[src/rtl/fifo_stream_out.sv]
// fifo_stream_out: drains a sync_fifo (one-cycle read latency) into a valid/ready stream
// through a 2-entry in-order output buffer. Define STREAM_LAST_EN to generate m_last framing.
module fifo_stream_out #(
    parameter int DATA_WIDTH = 8,
    parameter int PKT_LEN    = 4
) (
    input  logic                  clk,
    input  logic                  rst_n,
    input  logic                  fifo_empty,
    output logic                  fifo_rd_en,
    input  logic [DATA_WIDTH-1:0] fifo_data,
    output logic                  m_valid,
    input  logic                  m_ready,
    output logic [DATA_WIDTH-1:0] m_data,
    output logic                  m_last,
    output logic [1:0]            occupancy
);

    logic                  inflight;
    logic                  rst_done;
    logic                  pop;
    logic                  capture;
    logic [2:0]            committed;
    logic [DATA_WIDTH-1:0] head_q;
    logic [DATA_WIDTH-1:0] tail_q;

    assign m_valid = (occupancy != 2'd0);
    assign pop     = m_valid && m_ready;
    assign capture = inflight;
    assign m_data  = head_q;

    // Slots already promised: held words plus the one arriving next cycle, minus the one leaving now.
    always_comb begin
        committed  = {1'b0, occupancy} + {2'b0, inflight} - {2'b0, pop};
        fifo_rd_en = rst_done && !fifo_empty && (committed < 3'd2);
    end

    // rst_done keeps the read strobe low for the first cycle after reset release.
    // NOTE: sequential state uses non-blocking assignments so every flop samples pre-edge values.
    always_ff @(posedge clk or negedge rst_n) begin
        if (!rst_n) begin
            rst_done <= 1'b0;
            inflight <= 1'b0;
        end else begin
            rst_done <= 1'b1;
            inflight <= fifo_rd_en;
        end
    end

    // NOTE: the two data slots are reset on purpose so m_data reads zero during reset.
    always_ff @(posedge clk or negedge rst_n) begin
        if (!rst_n) begin
            head_q    <= '0;
            tail_q    <= '0;
            occupancy <= 2'd0;
        end else begin
            case ({capture, pop})
                2'b10: begin
                    if (occupancy == 2'd0) begin
                        head_q <= fifo_data;
                    end else begin
                        tail_q <= fifo_data;
                    end
                    occupancy <= occupancy + 2'd1;
                end
                2'b01: begin
                    head_q    <= tail_q;
                    occupancy <= occupancy - 2'd1;
                end
                2'b11: begin
                    // Occupancy is unchanged; the new word lands behind whatever remains.
                    if (occupancy == 2'd1) begin
                        head_q <= fifo_data;
                    end else begin
                        head_q <= tail_q;
                        tail_q <= fifo_data;
                    end
                end
                default: ;
            endcase
        end
    end

`ifdef STREAM_LAST_EN
    logic [7:0] beat_cnt;

    always_ff @(posedge clk or negedge rst_n) begin
        if (!rst_n) begin
            beat_cnt <= 8'd0;
        end else if (pop) begin
            beat_cnt <= (beat_cnt == 8'(PKT_LEN - 1)) ? 8'd0 : beat_cnt + 8'd1;
        end
    end

    assign m_last = m_valid && (beat_cnt == 8'(PKT_LEN - 1));
`else
    assign m_last = 1'b0;
`endif

    a_pkt_len_range: assert property (@(posedge clk) (PKT_LEN >= 2) && (PKT_LEN <= 256));
    a_no_overflow:   assert property (@(posedge clk) disable iff (!rst_n)
                                      ({1'b0, occupancy} + {2'b0, inflight}) <= 3'd2);
    a_no_rd_empty:   assert property (@(posedge clk) disable iff (!rst_n)
                                      !(fifo_rd_en && fifo_empty));

endmodule

[config.mk]
export PLATFORM = sky130hd
export DESIGN_NAME = fifo_stream_out
export DESIGN_NICKNAME = d
export VERILOG_FILES = /design/src/rtl/fifo_stream_out.sv
export SDC_FILE = /design/constraint.sdc
export NUM_CORES = 1
export LEC_CHECK = 0
export ABC_CLOCK_PERIOD_IN_PS = 4800
export BUFFER_PORTS_ARGS = -buffer_cell sky130_fd_sc_hd__buf_2
export CAP_MARGIN = 0
export CELL_PAD_IN_SITES_DETAIL_PLACEMENT = 0
export CELL_PAD_IN_SITES_GLOBAL_PLACEMENT = 1
export CORE_AREA = 2 2 58 60
export CTS_CLUSTER_SIZE = 40
export DETAILED_ROUTE_END_ITERATION = 7
export DIE_AREA = 0 0 60 62
export PLACE_DENSITY = 0.68
export SLEW_MARGIN = 25
export SYNTH_ARGS = -nofsm -noshare
export SYNTH_HDL_FRONTEND = slang
export SYNTH_SLANG_ARGS = --single-unit
[constraint.sdc]
create_clock -name clk -period 4.8 [get_ports clk]
set_clock_uncertainty 0.05 [all_clocks]
set_input_delay 0 -clock clk [delete_from_list [all_inputs] [get_ports clk]]
set_output_delay 0 -clock clk [all_outputs]
set_load 0.03 [all_outputs]
# ---- After elaboration in Yosys (flattened, before gate mapping)
# Cells that the tools add are included.
dict set report classes {
  order_cmp 1
  n_reduce_logical 11
  n_eq_ne 7
  mux 7
  addsub 4
}
# cell n
set ops {}
lappend ops {{two-way mux 8 bit} 4}
lappend ops {{case mux 8 bit (3 select lines)} 1}
lappend ops {{case mux 8 bit (2 select lines)} 1}
lappend ops {{inequality test 2 bit (second input constant)} 3}
lappend ops {{nonzero test 2 bit} 3}
lappend ops {{== test 2 x 1 -> 1 bit (second input constant)} 2}
lappend ops {{== test 2 bit (second input constant)} 2}
lappend ops {{case mux 2 bit (2 select lines)} 1}
lappend ops {{adder 2 x 1 -> 3 bit} 1}
lappend ops {{logical AND 1 bit} 3}
lappend ops {{less-than comparator 3 x 2 -> 1 bit (second input constant)} 1}
lappend ops {{AND reduction 3 bit} 1}
lappend ops {{nonzero test 3 bit} 1}
lappend ops {{subtractor 3 x 1 -> 3 bit} 1}
lappend ops {{adder 2 x 1 -> 2 bit (second input constant)} 1}
lappend ops {{logical NOT 2 bit} 1}
lappend ops {{AND reduction 2 bit} 1}
lappend ops {{subtractor 2 x 1 -> 2 bit (second input constant)} 1}
lappend ops {{logical NOT 1 bit} 1}
dict set report totals {
  output_inout_bits 13
  regBits 20
}

# ---- Logic depth before layout (Yosys ltp)
dict set report depth {
  ltp_word 5
  depth_mapped 9
}

# ---- Least setup slack after synthesis
# No wires, ideal clock.
dict set report synth_timing {
  path_type {reg2reg}
  start {register occupancy[1]}
  end {register inflight, in the netlist capture}
  required_time_ns 4.545
  arrival_time_ns 2.819
  stages_incl_launch_ff 9
  path_buffers 0
  slack_ns 1.727
  cell_sequence {dfrtp_1 inv_1 ha_1 nor2b_1 ha_1 nand2b_1 fa_1 xor2_1 nor3_1}
}
dict set report synth_between {
  elab_chain_cells 5
  elab_cells_between_ends 6
  classes_between {add/sub (2); order compare (1); reduce/logical (3)}
}
# item line
set synth_lines {}
lappend synth_lines {{start: declaration} 16} ;# output logic [1:0] occupancy
lappend synth_lines {{start signal: assignment} 64} ;# occupancy <= occupancy + 2'd1;
lappend synth_lines {{start signal: assignment} 68} ;# occupancy <= occupancy - 2'd1;
lappend synth_lines {{parallel branches: the longest is 2 deep, another holds adder 2 x 1 -> 3 bit} n/a}
lappend synth_lines {{subtractor 3 x 1 -> 3 bit (*)} 34} ;# committed = {1'b0, occupancy} + {2'b0, inflight} - {2'b0, pop};
lappend synth_lines {{less-than comparator 3 x 2 -> 1 bit (*)} 35} ;# fifo_rd_en = rst_done && !fifo_empty && (committed < 3'd2);
lappend synth_lines {{logical AND 1 bit (*)} 35}
lappend synth_lines {{net fifo_rd_en} 10} ;# output logic fifo_rd_en,
lappend synth_lines {{end signal: assignment} 46} ;# inflight <= fifo_rd_en;
lappend synth_lines {{end: declaration} 19} ;# logic inflight;
# Mark *: on every way through the listed nets, which the timed path passes.
# A chain may end at the register's enable or synchronous reset.

# ---- Worst setup path in the final report
dict set report layout_timing {
  start {register occupancy[1]}
  end {output fifo_rd_en}
}
dict set report layout_between {
  elab_chain_cells 5
  elab_cells_between_ends 6
  classes_between {add/sub (2); order compare (1); reduce/logical (3)}
}
# item line
set layout_lines {}
lappend layout_lines {{parallel branches: the longest is 2 deep, another holds adder 2 x 1 -> 3 bit} n/a}
lappend layout_lines {{subtractor 3 x 1 -> 3 bit (*)} 34}
lappend layout_lines {{less-than comparator 3 x 2 -> 1 bit (*)} 35}
lappend layout_lines {{logical AND 1 bit (*)} 35}
lappend layout_lines {{end: declaration} 10}
# Mark *: on every way between the ends.

==> key figures <==
Yosys
  • Most common cell in the netlist: dfrtp_1
  • Top cells by area, synth: dfrtp_1 49%, mux2_4 12%, o21ai_0 8.3%
  • Most frequent cells after synthesis: 20 x dfrtp_1, 17 x o21ai_0, 10 x nor2_1
  • Synth cell types: 22
  • Seq cells post-synth: 20
  • Synth Flop Type: dfrtp_1
  • Yosys top cell area share: 48.7%
  • Mapped Area: 0.00103 sq mm
  • Asr flop ratio synth: 100%
  • Post-Syn Instances: 93
  • Sequential cell area fraction in the yosys report: 48.7%
  • Synth area leader: dfrtp_1
  • Post-synth EDFFs: 0
  • Total number of yosys warnings: 0
  • Mean Syn Cell Area: 11.0 sq um
  • Syn nets: 111

Die
  • # rows: 21
  • Core box area: 0.00318 sq mm
  • Die height: 62 um
  • Io pins: 25
  • DIE AREA: 0.00372 sq mm
  • Initial Utilization: 32.3%
  • Chip Width: 60 um

Finish
  • Area growth from synthesis to layout: 27.9%
  • Fill count: 320
  • Post-route cell area: 0.00131 sq mm
  • Share of layout cells above drive strength 1: 29.6%
  • N_diodes: 0
  • Nets: 144

STA
  • Final WS setup: 2.03 ns
  • Hold Vio Cnt, Final: 0
  • Crit share post-route: 57.8%
  • Final setup violation count: 0
  • Max_slew headroom: 63.0%
  • Worst slew pin tran: 0.554 ns
  • Min cycle time layout: 2.77 ns
  • Setup Total Neg Slack: 0 ns
  • RSZ-0062 raised after global routing: false
  • Final slew viol count: 0
  • Highest Clock Rate: 360 MHz

Clock network
  • Worst skew pair latency: 0.29 ns
  • H-tree Lvls: 1
  • Total CTS buffers: 3
  • Post-cts resize count: 0
  • Hold buffers post-CTS: 10
  • Number of setup buffers added after CTS: 0
  • Clock Root Buffer: clkbuf_4
  • Clock tree buffer depth: 2
  • Reg clk slew, reported paths: 0.12 ns
  • CTS Sinks: 20
  • CTS tree: done

Placement
  • DP Wirelength: 1.41 mm
  • Dpl ws: 2.33 ns
  • Port buffer count: 23
  • Placed Area: 0.00116 sq mm
  • Routability cong.: 0.682

Routing
  • Routed wire length: 2.08 mm
  • Routed len/inst: 12.2 um
  • Antenna-violating nets left: 0
  • Final routed DRC violation total: 0
  • Via count: 780
  • 1st-pass router iterations: 4
  • Initial DRC count: 33
  • Vias/cell: 4.56

GRT
  • First-pass GRT wire length: 3.32 mm
  • GRT overflow: 0
  • Pin count of the biggest net entering global routing: 21
  • Gr usage total: 12.4%
  • Initial antenna violation count: 0
  • Vias in the first global route: 739

Critical path
  • Worst-path fanout max: 5
  • R2R cell count: 7
  • CP Data Required Time: 4.75 ns
  • Critical path endpoint category: output pin
  • Crit Path Category: reg -> out
  • Worst setup SP type: flip-flop
  • CP Data Arrival Time: 2.72 ns

Power and ir drop
  • Max rail drop VDD: 360 uV
  • Pwr dens: 697 mW/mm^2
  • Total power: 0.000916 W
  • P_leak: 0.619 nW

Status
  • Status: finished clean

Hold path
  • Worst min path class: in -> async

Flow run
  • Max-cap violations: 0
sequential cells by signal, indices dropped and copies added, names as in the netlist:
| register | count |
|---|---|
| occupancy | 2 |
| capture | 1 |
| rst_done | 1 |
| m_data | 8 |
| tail_q | 8 |
report_power, final:
part           switching [W]  internal, W
clock network      0.0000522    0.0000844
logic               0.000277     0.000201
registers          0.0000493     0.000251
total               0.000378     0.000537
cell families (layout without fill, tap and decap cells):
| logic type | after synthesis | in the layout | synth area share (%) |
|---|---|---|---|
| AOI/OAI and AO/OA | 26 | 26 | 14.0 |
| xor gates and xnor gates | 3 | 3 | 2.56 |
| adders and majority gates | 6 | 6 | 8.04 |
| buffers and inverters | 10 | 42 | 5.60 |
| DFF | 20 | 20 | 48.7 |
| muxes | 9 | 9 | 12.8 |
| other | 2 | 2 | 0.731 |
| and+or+nand+nor | 17 | 17 | 7.55 |
per-stage QoR:
stage	hold slack, ns	utilization (%)	instances
final	0.114	41.3	171
after global routing	0.146	41.3	171
after CTS	0.123	41.3	171
after detailed placement	-0.0769	36.5	157
after global placement	-0.0706	36.5	157
after floorplan	-0.346	-	93
critical path: stages, from the launching register on:
cell      delay (ns)
dfrtp_1         0.45
inv_1           0.09
ha_1            0.23
nor2b_1         0.21
ha_1            0.31
nand2b_1        0.17
fa_1            0.37
xor2_1          0.15
nor3_1          0.20
buf_2           0.23
cells in the final DEF (no fill, tap or decap), drive strengths merged:
master       instances
mux2                 9
xor2                 1
nand2b               1
conb                 2
dlygate4sd3         10
nor2                10
buf                 23
xnor2                2
clkbuf               3
and2                 1
o21ai               17
bufinv               1
nor3                 1
a31oi                8
nand2                2
dfrtp               20
a211o                1
inv                  5
fa                   1
nor2b                2
ha                   5
layer usage:
layer	track usage (%)	wire length, um	vias to the layer above
li1	-	-	378
met1	16.0	965	372
met2	20.2	959	28
met3	3.73	143	2
met4	3.81	10	0
met5	0	0	-
final cells by class:
cell class                      count  area (sq um)  share of cell area [%]
Sequential cell                    20           500                    38.1
Multi-Input combinational cell     63           469                    35.7
Timing Repair Buffer               33           215                    16.4
Tap cell                           46          57.6                    4.38
Clock inverter                      1          30.0                    2.29
Clock buffer                        3          22.5                    1.71
Inverter                            5          18.8                    1.43
worst paths after layout:
path / start / end / slack (ns)
max in group asynchronous: rst_n / capture / 4.27
min: rst_n / m_data[4] / 0.11
min reg2reg: rst_done / capture / 0.46
max: occupancy[1] / fifo_rd_en / 2.03
max reg2reg: occupancy[1] / tail_q[1] / 2.44
min in group clk: m_ready / m_data[4] / 0.20
Note: power is estimated with default switching activity, not from simulation.
